`src/rtl/ymn_sms_pkg.sv`:
```
// Shared constants and helpers for the YMN clock/phase generator family.
// Default divider settings live here so every block that depends on the
// phase timing agrees on them.
package ymn_sms_pkg;

  // Master clocks per phase cycle (even, at least 4).
  localparam int DEF_DIV      = 4;

  // Phase cycles per PSG tick (at least 2).
  localparam int DEF_PSG_DIV  = 16;

  // Phase cycles the downstream chip reset stays asserted after release.
  localparam int DEF_RST_HOLD = 2;

  // Number of bits needed to hold values 0..n-1, never less than one bit.
  function automatic int cntWidth(input int n);
    return (n <= 1) ? 1 : $clog2(n);
  endfunction

endpackage

```
`src/rtl/ymn_clk_phase_gen_if.sv`:
```
// Control and timing-output bundle of the clock/phase generator.
// The master side owns the enables; the slave side (the generator) drives
// the phase pulses, phase position, PSG tick and stretched chip reset.
interface ymn_clk_phase_gen_if
  import ymn_sms_pkg::*;
#(
  parameter int DIV = DEF_DIV
);

  logic                    clk_en;
  logic                    resync;
  logic                    c1;
  logic                    c2;
  logic [$clog2(DIV)-1:0]  phase;
  logic                    psg_tick;
  logic                    ic_reset;

  // Controller driving the generator.
  modport master (
    output clk_en,
    output resync,
    input  c1,
    input  c2,
    input  phase,
    input  psg_tick,
    input  ic_reset
  );

  // The generator itself.
  modport slave (
    input  clk_en,
    input  resync,
    output c1,
    output c2,
    output phase,
    output psg_tick,
    output ic_reset
  );

endinterface

```
`src/rtl/ymn_mod_cnt.sv`:
```
// Modulo-MOD counter with advance enable, synchronous load and a wrap flag.
// The value the counter is about to take is exported so the parent can
// register its outputs from the new position in the same edge.
module ymn_mod_cnt
  import ymn_sms_pkg::*;
#(
  parameter int MOD     = 4,
  parameter int W       = cntWidth(MOD),
  parameter int RST_VAL = MOD - 1
) (
  input  logic         clk_i,
  input  logic         rst_i,
  input  logic         en_i,
  input  logic         load_i,
  input  logic [W-1:0] load_val_i,
  output logic [W-1:0] cnt_nxt_o,
  output logic         wrap_o
);

  logic [W-1:0] cnt_q;
  logic [W-1:0] cnt_d;

  // Next value: hold when disabled, load takes priority over counting, and
  // the count rolls from MOD-1 back to zero.  Entering zero counts as a wrap,
  // whether it came from rolling over or from a load of zero.
  always_comb begin
    cnt_d  = cnt_q;
    wrap_o = 1'b0;
    if (en_i) begin
      if (load_i) begin
        cnt_d = load_val_i;
      end else if (cnt_q == W'(MOD - 1)) begin
        cnt_d = '0;
      end else begin
        cnt_d = cnt_q + 1'b1;
      end
      wrap_o = (cnt_d == '0);
    end
    cnt_nxt_o = cnt_d;
  end

  // Count register; reset parks the counter one step before zero so the
  // first enabled edge after release lands on zero.
  always_ff @(posedge clk_i) begin
    if (rst_i) begin
      cnt_q <= W'(RST_VAL);
    end else begin
      cnt_q <= cnt_d;
    end
  end

endmodule

```
`src/rtl/ymn_clk_phase_gen.sv`:
```
// Two-phase non-overlapping clock-enable generator.
// A phase counter walks 0..DIV-1 on every enabled MCLK edge; c1 occupies the
// first half of the cycle minus a guard slot and c2 the second half minus a
// guard slot, so the two enables are always separated by an idle MCLK.
// A second counter divides phase cycles down to the PSG tick, and a small
// saturating counter stretches the chip reset for RST_HOLD phase cycles.
module ymn_clk_phase_gen
  import ymn_sms_pkg::*;
#(
  parameter int DIV      = DEF_DIV,
  parameter int PSG_DIV  = DEF_PSG_DIV,
  parameter int RST_HOLD = DEF_RST_HOLD
) (
  input  logic                MCLK,
  input  logic                reset,
  ymn_clk_phase_gen_if.slave  bus
);

  localparam int PW  = $clog2(DIV);
  localparam int PSW = cntWidth(PSG_DIV);
  localparam int HW  = cntWidth(RST_HOLD + 1);

  logic [PW-1:0]  cntNew;
  logic           phaseWrap;
  logic [PSW-1:0] unusedPsgNext;
  logic           psgWrap;

  logic           c1_q, c1_d;
  logic           c2_q, c2_d;
  logic [PW-1:0]  phase_q, phase_d;
  logic           psgTick_q, psgTick_d;
  logic [HW-1:0]  holdCnt_q, holdCnt_d;
  logic           icReset_q, icReset_d;

  // Position within the phase cycle; resync forces a jump to slot zero.
  ymn_mod_cnt #(
    .MOD     (DIV),
    .W       (PW),
    .RST_VAL (DIV - 1)
  ) uPhaseCnt (
    .clk_i      (MCLK),
    .rst_i      (reset),
    .en_i       (bus.clk_en),
    .load_i     (bus.resync),
    .load_val_i ('0),
    .cnt_nxt_o  (cntNew),
    .wrap_o     (phaseWrap)
  );

  // Phase-cycle divider for the PSG; it steps once per phase wrap.
  ymn_mod_cnt #(
    .MOD     (PSG_DIV),
    .W       (PSW),
    .RST_VAL (PSG_DIV - 1)
  ) uPsgCnt (
    .clk_i      (MCLK),
    .rst_i      (reset),
    .en_i       (phaseWrap),
    .load_i     (1'b0),
    .load_val_i ('0),
    .cnt_nxt_o  (unusedPsgNext),
    .wrap_o     (psgWrap)
  );

  // Output decode from the new phase position, gated by the enable, plus the
  // reset-stretch bookkeeping; chip reset drops on the wrap that starts phase
  // cycle RST_HOLD and then stays low until the next hard reset.
  always_comb begin
    c1_d      = bus.clk_en && (cntNew < PW'(DIV / 2 - 1));
    c2_d      = bus.clk_en && (cntNew >= PW'(DIV / 2)) && (cntNew <= PW'(DIV - 2));
    phase_d   = cntNew;
    psgTick_d = psgWrap;
    holdCnt_d = holdCnt_q;
    if (phaseWrap && (holdCnt_q < HW'(RST_HOLD))) begin
      holdCnt_d = holdCnt_q + 1'b1;
    end
    icReset_d = icReset_q && !(phaseWrap && (holdCnt_q == HW'(RST_HOLD)));
  end

  // Output and reset-stretch registers.
  always_ff @(posedge MCLK) begin
    if (reset) begin
      c1_q      <= 1'b0;
      c2_q      <= 1'b0;
      phase_q   <= PW'(DIV - 1);
      psgTick_q <= 1'b0;
      holdCnt_q <= '0;
      icReset_q <= 1'b1;
    end else begin
      c1_q      <= c1_d;
      c2_q      <= c2_d;
      phase_q   <= phase_d;
      psgTick_q <= psgTick_d;
      holdCnt_q <= holdCnt_d;
      icReset_q <= icReset_d;
    end
  end

  assign bus.c1       = c1_q;
  assign bus.c2       = c2_q;
  assign bus.phase    = phase_q;
  assign bus.psg_tick = psgTick_q;
  assign bus.ic_reset = icReset_q;

endmodule

```
`src/flat_wrapper.sv`:
```
// flat-port wrapper written by rule: the top's interface ports become plain ports
module ymn_clk_phase_gen_flat import ymn_sms_pkg::*;
#(
  parameter int DIV      = DEF_DIV,
  parameter int PSG_DIV  = DEF_PSG_DIV,
  parameter int RST_HOLD = DEF_RST_HOLD
)
  (MCLK, reset, bus_clk_en, bus_resync, bus_c1, bus_c2, bus_phase, bus_psg_tick, bus_ic_reset);
  ymn_clk_phase_gen_if #(.DIV(DIV)) bus_i ();
  input  logic MCLK;
  input  logic reset;
  input wire logic [$bits(bus_i.clk_en)-1:0] bus_clk_en;
  input wire logic [$bits(bus_i.resync)-1:0] bus_resync;
  output wire logic [$bits(bus_i.c1)-1:0] bus_c1;
  output wire logic [$bits(bus_i.c2)-1:0] bus_c2;
  output wire logic [$bits(bus_i.phase)-1:0] bus_phase;
  output wire logic [$bits(bus_i.psg_tick)-1:0] bus_psg_tick;
  output wire logic [$bits(bus_i.ic_reset)-1:0] bus_ic_reset;
  assign bus_i.clk_en = bus_clk_en;
  assign bus_i.resync = bus_resync;
  assign bus_c1 = bus_i.c1;
  assign bus_c2 = bus_i.c2;
  assign bus_phase = bus_i.phase;
  assign bus_psg_tick = bus_i.psg_tick;
  assign bus_ic_reset = bus_i.ic_reset;
  ymn_clk_phase_gen #(.DIV(DIV), .PSG_DIV(PSG_DIV), .RST_HOLD(RST_HOLD)) u_core (.MCLK(MCLK), .reset(reset), .bus(bus_i));
endmodule
```
`config.mk`:
```
export PLATFORM = sky130hd
export DESIGN_NAME = ymn_clk_phase_gen_flat
export DESIGN_NICKNAME = d
export VERILOG_FILES = /design/src/rtl/ymn_sms_pkg.sv /design/src/rtl/ymn_clk_phase_gen_if.sv /design/src/rtl/ymn_mod_cnt.sv /design/src/rtl/ymn_clk_phase_gen.sv /design/src/flat_wrapper.sv
export SDC_FILE = /design/constraint.sdc
export NUM_CORES = 1
export LEC_CHECK = 0
export BUFFER_PORTS_ARGS = -buffer_cell sky130_fd_sc_hd__clkbuf_2
export CORE_UTILIZATION = 53
export CTS_CLUSTER_SIZE = 8
export DETAILED_ROUTE_END_ITERATION = 8
export PLACE_DENSITY = 0.83
export SLEW_MARGIN = 20
export SYNTH_ARGS = -nofsm -noshare
export SYNTH_HDL_FRONTEND = slang
export SYNTH_HIERARCHICAL = 1
export SYNTH_SLANG_ARGS = --single-unit
```
`constraint.sdc`:
```
create_clock -name MCLK -period 1.9 [get_ports MCLK]
set_input_delay 0.38 -clock MCLK [delete_from_list [all_inputs] [get_ports MCLK]]
set_output_delay 0.38 -clock MCLK [all_outputs]
set_load 0.01 [all_outputs]
```
==> run metrics <==
status finished clean; slowest CP cell dfxtp_1; antenna-violating nets left 0; dpl cells 115; total power about 0.65 mW; period utilization roughly four fifths; critical path cell sequence nand3b_1, o21ai_0, and2_1, buf_4, nand2_1, o221ai_1, nand3_1; worst path arrival time 1670 ps; pre-CTS WS between 200 and 250 ps; GR Util met3 3.49%; CP delay by family, top simple AND/OR/NAND/NOR gates; total track usage roughly a fifth; Hold EP u_core/holdCnt_q[1]$_SDFFE_PP0P_; antenna cells 0; largest net degree at the start of global routing 13; CP endpoint kind flip-flop; Final Hold Fails 0; Post-Syn Area per Cell 9.22 um2; worst-case clock skew a little over 2 ps; gr busiest metal met2; final setup margin 394 ps; critical path depth in cells 7; max-slew violations 0; layout cells sized above 1 approximately a fifth; Critical Path Start Type flip-flop; total grt overflow 0; Die W 38.4 um; post-layout util about three quarters; non-filler cells, final 119; max-cap viol count 0; clock latency at the later pin of the worst-skew pair 270 ps; Std-Cell Rows 12; Worst-path clk slew 80 ps; P_leak around 0.39 nW; Via Count a little under 600; Period minus WS final between 1500 and 2000 ps; WS Path Type flip-flop to flip-flop; antenna violations before repair 0; Area growth, synth to finish 22.1%; grt met2 use between 30% and 40%; worst hold path startpoint reset; Fin Setup TNS 0 ps; Area after DPL slightly above 800 um2; HP Class input pin to flip-flop; Detailed Place HPWL approximately 900 um; CTS root buf clkbuf_4; # hold bufs at CTS 0; Sink Count 14; CTS Buffer Depth 2; Bufs and invs on worst path 1; slowest cell delay on critical path 370 ps; Hold Path Depth 2; Post-Layout Inst Area roughly 860 um2; postcts setup bufs 0; DR iter-0 viols 12; Die Y 38.4 um; Core ar. approximately 0.0012 mm2; CP max FO 9; CTS tree built; Worst R2R End u_core/uPsgCnt/cnt_q[3]$_SDFF_PP1_; Req. time, crit path between 2000 and 2500 ps; Post-CTS Resized 0; Post-Route WL ~1.2 mm; Top-Level Pins 10; YS warnings 6; VDD IR-drop max 417 uV; Final Setup Violations 0; CTS H-tree lvls 1; first-pass GRT wire length 2.00 mm; reg2reg start u_core/uPhaseCnt/cnt_q[0]$_SDFF_PP1_; pwr/cell area 761 mW/mm2; number of global-route vias before repair a little under 500; final hold slack between 400 and 500 ps; Max Clk Rate between 600 and 700 MHz; RSZ-0062 raised after global routing no; Initial Util approximately three fifths; routability cong. ~0.67; Cells after Synth 76; IO Port Bufs 9; die area around 0.0015 mm2; CTS Buf Count 3; GR Util met1 22.5%; routed len/inst ~9.9 um; worst reg-to-reg path cell count 7; flop2flop setup slack roughly 400 ps; Layout Nets roughly 110; Residual DRC 0; cell area after synthesis approximately 700 um2; DRT Pass-1 Iters 4; vias per cell a little under 5
-- sequential cells by signal, indices dropped and copies added, names as in the netlist --
name,cells
u_core/uPsgCnt/cnt_q,4
u_core/bus.phase,2
u_core/holdCnt_q,2
u_core/uPhaseCnt/cnt_q,2
u_core/bus.c1,1
u_core/bus.c2,1
u_core/bus.ic_reset,1
u_core/bus.psg_tick,1
-- how the worst max path moves through the flow --
stage	from	to	slack, ps
after global routing	u_core/uPhaseCnt/cnt_q[0]$_SDFF_PP1_	u_core/uPsgCnt/cnt_q[3]$_SDFF_PP1_	290
after global placement	bus_resync	u_core/holdCnt_q[0]$_SDFFE_PP0P_	260
after detailed placement	bus_resync	u_core/uPsgCnt/cnt_q[2]$_SDFF_PP1_	220
after CTS	u_core/uPhaseCnt/cnt_q[0]$_SDFF_PP1_	u_core/uPsgCnt/cnt_q[3]$_SDFF_PP1_	410
final	u_core/uPhaseCnt/cnt_q[0]$_SDFF_PP1_	u_core/uPsgCnt/cnt_q[3]$_SDFF_PP1_	390
after floorplan	bus_resync	u_core/holdCnt_q[0]$_SDFFE_PP0P_	490
-- metal layers --
layer / vias up / share of wire [%] / wire length [um]
li1: 311 / - / -
met1: 258 / 47 / 547
met2: 10 / 49 / 577
met3: 2 / 3.1 / 36
met4: 0 / 0.94 / 11
met5: - / 0 / 0
-- where the power goes --
| group | internal (mW) | total, mW | switching (mW) |
|---|---|---|---|
| combinational | 0.0547 | 0.113 | 0.0583 |
| sequential | 0.313 | 0.328 | 0.0151 |
| clock | 0.116 | 0.210 | 0.0934 |
-- placed cells by master (no fill, tap or decap), drive strengths merged, types with 2 or more instances in the layout --
master and n:
conb 17, a21oi 4, ha 2, nor2 4
nor2b 3, dfxtp 14, nand2b 6, inv 5
o211ai 2, o21ai 2, nand3 3, or2 4
nor4 3, clkbuf 13, nand2 4
-- final cells by class --
class / instances / area, um2
multi-input combinational: 72 / 450
fill: 90 / 315
tap: 14 / 17.5
clock buffer: 4 / 36.3
inverter: 5 / 18.8
sequential: 14 / 280
timing repair buffer: 10 / 52.6
(Power assumes the default switching activity.)
